$ cat src/rtl/fp_result_collector.sv
// Queues the A/B result pair emitted by double_multipler and replays it on a valid/ready port.
// Optional CLASS_FLAGS_EN adds out_class = {nan, inf, zero, denorm} stored with each entry.
module fp_result_collector #(
  parameter int DEPTH = 4,
  parameter int CNT_W = 3
) (
  input  logic             clk,
  input  logic             rst,
  input  logic             done,
  input  logic [31:0]      res,
  output logic             out_valid,
  input  logic             out_ready,
  output logic [31:0]      out_data,
  output logic             out_tag,
  output logic [CNT_W-1:0] count,
  output logic             overflow
`ifdef CLASS_FLAGS_EN
  ,
  output logic [3:0]       out_class
`endif
);

  localparam int AW = $clog2(DEPTH);
`ifdef CLASS_FLAGS_EN
  localparam int EW = 37;
`else
  localparam int EW = 33;
`endif

  typedef enum logic [1:0] {IDLE, CAPT_B, DROP} state_t;

  state_t           state, state_nxt;
  logic [EW-1:0]    mem [DEPTH];
  logic [AW-1:0]    rd_ptr, wr_ptr;
  logic [CNT_W-1:0] cnt;
  logic [CNT_W:0]   space;
  logic             pop, push, push_tag, set_ovf;
  logic [EW-1:0]    entry_in;

`ifdef CLASS_FLAGS_EN
  function automatic logic [3:0] classify(input logic [31:0] w);
    logic exp_ones, exp_zero, man_zero;
    exp_ones = (w[30:23] == 8'hFF);
    exp_zero = (w[30:23] == 8'h00);
    man_zero = (w[22:0] == 23'd0);
    return {exp_ones & ~man_zero, exp_ones & man_zero, exp_zero & man_zero, exp_zero & ~man_zero};
  endfunction

  assign entry_in  = {push_tag, classify(res), res};
  assign out_class = mem[rd_ptr][35:32];
`else
  assign entry_in  = {push_tag, res};
`endif

  assign out_valid = (cnt != '0);
  assign out_data  = mem[rd_ptr][31:0];
  assign out_tag   = mem[rd_ptr][EW-1];
  assign count     = cnt;
  assign pop       = out_valid & out_ready;
  // Free slots seen by the incoming burst, including the slot released by a same-cycle pop.
  assign space     = (CNT_W+1)'(DEPTH) - {1'b0, cnt} + {{CNT_W{1'b0}}, pop};

  always_comb begin
    state_nxt = state;
    push      = 1'b0;
    push_tag  = 1'b0;
    set_ovf   = 1'b0;
    case (state)
      IDLE: begin
        if (done) begin
          if (space >= (CNT_W+1)'(2)) begin
            push      = 1'b1;
            state_nxt = CAPT_B;
          end else begin
            set_ovf   = 1'b1;
            state_nxt = DROP;
          end
        end
      end
      CAPT_B: begin
        push      = 1'b1;
        push_tag  = 1'b1;
        state_nxt = IDLE;
      end
      DROP:    state_nxt = IDLE;
      default: state_nxt = IDLE;
    endcase
  end

  always_ff @(posedge clk) begin
    if (rst) begin
      state    <= IDLE;
      rd_ptr   <= '0;
      wr_ptr   <= '0;
      cnt      <= '0;
      overflow <= 1'b0;
      for (int i = 0; i < DEPTH; i++) mem[i] <= '0;
    end else begin
      state <= state_nxt;
      if (set_ovf) overflow <= 1'b1;
      if (push) begin
        mem[wr_ptr] <= entry_in;
        wr_ptr      <= wr_ptr + AW'(1);
      end
      if (pop) rd_ptr <= rd_ptr + AW'(1);
      case ({push, pop})
        2'b10:   cnt <= cnt + CNT_W'(1);
        2'b01:   cnt <= cnt - CNT_W'(1);
        default: cnt <= cnt;
      endcase
    end
  end

endmodule
$ cat config.mk
export PLATFORM = sky130hd
export DESIGN_NAME = fp_result_collector
export DESIGN_NICKNAME = d
export VERILOG_FILES = /design/src/rtl/fp_result_collector.sv
export SDC_FILE = /design/constraint.sdc
export NUM_CORES = 1
export LEC_CHECK = 0
export CORE_MARGIN = 2
export CORE_UTILIZATION = 40
export DETAILED_ROUTE_END_ITERATION = 8
export PLACE_DENSITY = 0.69
export SLEW_MARGIN = 20
export SYNTH_ARGS = -nofsm -noshare
export SYNTH_HDL_FRONTEND = slang
export SYNTH_SLANG_ARGS = --single-unit
$ cat constraint.sdc
create_clock -name clk -period 8.1 [get_ports clk]
set_input_delay 2.025 -clock clk [delete_from_list [all_inputs] [get_ports clk]]
set_output_delay 2.025 -clock clk [all_outputs]
set_load 0.05 [all_outputs]
==> metrics.csv <==
stage,metric,value,unit
synth,Post-Synth XOR/XNOR Area,0.00725,
floorplanning,Starting Density,0.413,
finish,P&R area growth vs syn,24.8,%
synth,Syn Area/Cell,14.4,um2
synth,syn_nets,459,
detailed_routing,# DRC,0,
floorplanning,area of the core,0.0146,mm2
clocking,worst skew pair latency,0.40,ns
finish,Fillers,1234,
finish,share of layout cells above drive strength 1,0.159,
synth,Synth Area in Adders,0.00953,
synth,simple-gate share of the synthesized area,0.125,
pwr,LEAKAGE,2.68,nW
sta,fin crit period,4.97,ns
pwr,"Power, Total",3.29,mW
clocking,# Post-CTS Setup Buffers,0,
synth,"Top FF cell, synth",edfxtp_1,
clocking,CTS tree,done,
placement,Final Wtd Congestion,0.710,
worst_hold_path,Worst Hold Class,register to register,
floorplanning,Die Y,127,um
critical_path,"Slowest-stage cell, CP",inv_2,
sta,"Hold Violations, Final",0,
critical_path,crit end category,register,
floorplanning,row count,44,
sta,worst slew margin relative to its limit,0.353,
clocking,Max Root-Sink Buffers,2,
critical_path,CP Data Arrival Time,5.30,ns
sta,RSZ-0062 raised after global routing,no,
critical_path,critical-path maximum fanout,35,
finish,most frequent cells in the layout,"nor2_1, edfxtp_1, clkdlybuf4s50_1",
finish,"Core Util, Final",0.515,
detailed_routing,routed wire length,12200,um
synth,count of cell types in the netlist,27,
sta,fin crit share,0.614,
critical_path,Worst EP required,8.43,ns
synth,async set-or-reset flop fraction in the synthesized netlist,0,
critical_path,Critical Path Max Stage Delay,0.54,ns
critical_path,critical path class,input pin to register,
placement,Port Buf Inserts,73,
sta,Final Setup Violations,0,
pwr,worst vdd ir,0.265,mV
clocking,TritonCTS Buffers,17,
detailed_routing,routed vias,3436,
floorplanning,# IOs,74,
finish,# nets final,529,
detailed_routing,Pre-Repair DR Iteration Count,4,
synth,post-synthesis compound-gate area fraction,0.0124,
synth,Post-Syn Area,0.00604,mm2
placement,Post-DP HPWL,7150,um
sta,Final Max Slew Viols,0,
floorplanning,Die Area,0.0161,mm2
sta,clk_skew,0.00760,ns
clocking,hold_buf cts,0,
synth,post-synthesis mux area share,0.123,
run,maxcap violations,0,
grt,total grt overflow,0,
clocking,register clock-pin slew on the reported worst setup and hold paths,0.06,ns
synth,number of synthesized flops with an enable pin,132,
grt,GRT Total Usage,0.160,
finish,# diodes,0,
detailed_routing,antenna-violating nets left,0,
sta,Least-Margin Pin Slew,0.967,ns
clocking,CTS H-tree lvls,4,
detailed_routing,DRT iter0 DRCs,275,
synth,Yosys warnings,0,
grt,vias in the first global route,3770,
clocking,clock sinks,144,
synth,Mapped Cells,419,
sta,Max Freq,0.201,GHz
critical_path,"critical path, cell by cell",clkdlybuf4s50_1 -> nand2_1 -> ha_1 -> inv_1 -> ha_1 -> a21oi_1 -> o32ai_4 -> inv_2 -> ha_1 -> inv_1 -> fa_1 -> xor2_1 -> or3_1 -> a21oi_1,
clocking,Post-CTS Resized,0,
grt,largest net degree at the start of global routing,36,
sta,setup_tns,0,ns
grt,global-route wire length before repair,19400,um
critical_path,"most used cell, CP",ha_1,
detailed_routing,vias per cell,5.01,
sta,worst hold slack,0.471,ns
synth,largest family of logic cells by synthesized area,simple AND/OR/NAND/NOR gates,
critical_path,Setup crit start kind,input pin,
pwr,P per Cell Area,436,mW/mm2
synth,post-synthesis sequential area ratio,0.696,
finish,"commonest non-fill, non-tap cell in the layout",nor2_1,
detailed_routing,wire per inst,17.8,um
floorplanning,Die Span X,127,um
clocking,CTS root buf,clkbuf_16,
run_status,status,"complete, no violations",
grt,initial antenna violation count,0,
synth,synthesized flop and latch total,144,
-- cell type report --
type,count,area (um2),share of cell area
clock inverter,15,161,0.0214
inverter,8,30.0,0.00398
multi-input combinational,239,1690,0.225
sequential,144,4210,0.558
tap,184,230,0.0305
clock buffer,17,425,0.0564
timing repair buffer,79,796,0.105
-- cell usage after synthesis (4+ instances only) --
| cell | number | area [um2] |
|---|---|---|
| edfxtp_1 | 132 | 3960 |
| a21oi_1 | 4 | 20.0 |
| buf_2 | 4 | 20.0 |
| nand2_1 | 38 | 143 |
| clkbuf_1 | 21 | 78.8 |
| dfxtp_1 | 12 | 240 |
| nor2_1 | 137 | 514 |
| inv_1 | 7 | 26.3 |
| mux4_2 | 33 | 743 |
-- worst paths after layout --
check / from / slack (ns) / depth (start not counted) / to
worst max register to register: count[2] / 4.39 / 14 / count[2]
worst min-delay path: overflow / 0.47 / 1 / overflow
worst min register to register: overflow / 0.47 / 1 / overflow
worst max-delay path: out_ready / 3.13 / 14 / count[2]
-- layer usage --
layer | GRT usage | part of all wire | vias up
met5 | 0 | 0 | -
met4 | 0.0575 | 0.0058 | 0
met3 | 0.0358 | 0.057 | 5
met2 | 0.269 | 0.52 | 100
met1 | 0.204 | 0.42 | 1688
li1 | - | - | 1643
-- through the flow --
stage,worst slack (ns),cells,area (um2)
6_report,3.13,686,7540
5_1_grt,2.93,686,7540
4_1_cts,3.10,686,7540
3_5_place_dp,2.69,654,6960
3_3_place_gp,2.75,653,6930
2_1_floorplan,2.08,419,6040
-- logic make-up (layout without fill, tap and decap cells) --
| kind of cell | count (synthesis) | in the layout |
|---|---|---|
| compound gates | 9 | 9 |
| mux | 33 | 33 |
| fa+ha+maj | 4 | 4 |
| flops | 144 | 144 |
| simple gates | 188 | 188 |
| buf+inv | 36 | 119 |
| xor+xnor | 5 | 5 |
-- flip-flops by register name, indices dropped and copies added, names as in the netlist, named ones only --
register  cells
count         3
overflow      1
state         2
rd_ptr        2
mem         132
wr_ptr        2
-- where the power goes --
group	internal [mW]	switching (mW)
Sequential	1.07	0.0730
Clock	0.457	0.304
Combinational	0.482	0.909
-- critical path, delay by kind of cell --
family	cells	cell delay [ns]
buffers and inverters	4	1.10
adders and majority gates	4	1.09
AOI/OAI and AO/OA	3	0.55
and+or+nand+nor	2	0.37
xor gates and xnor gates	1	0.16
Note: power is estimated with default switching activity, not from simulation.
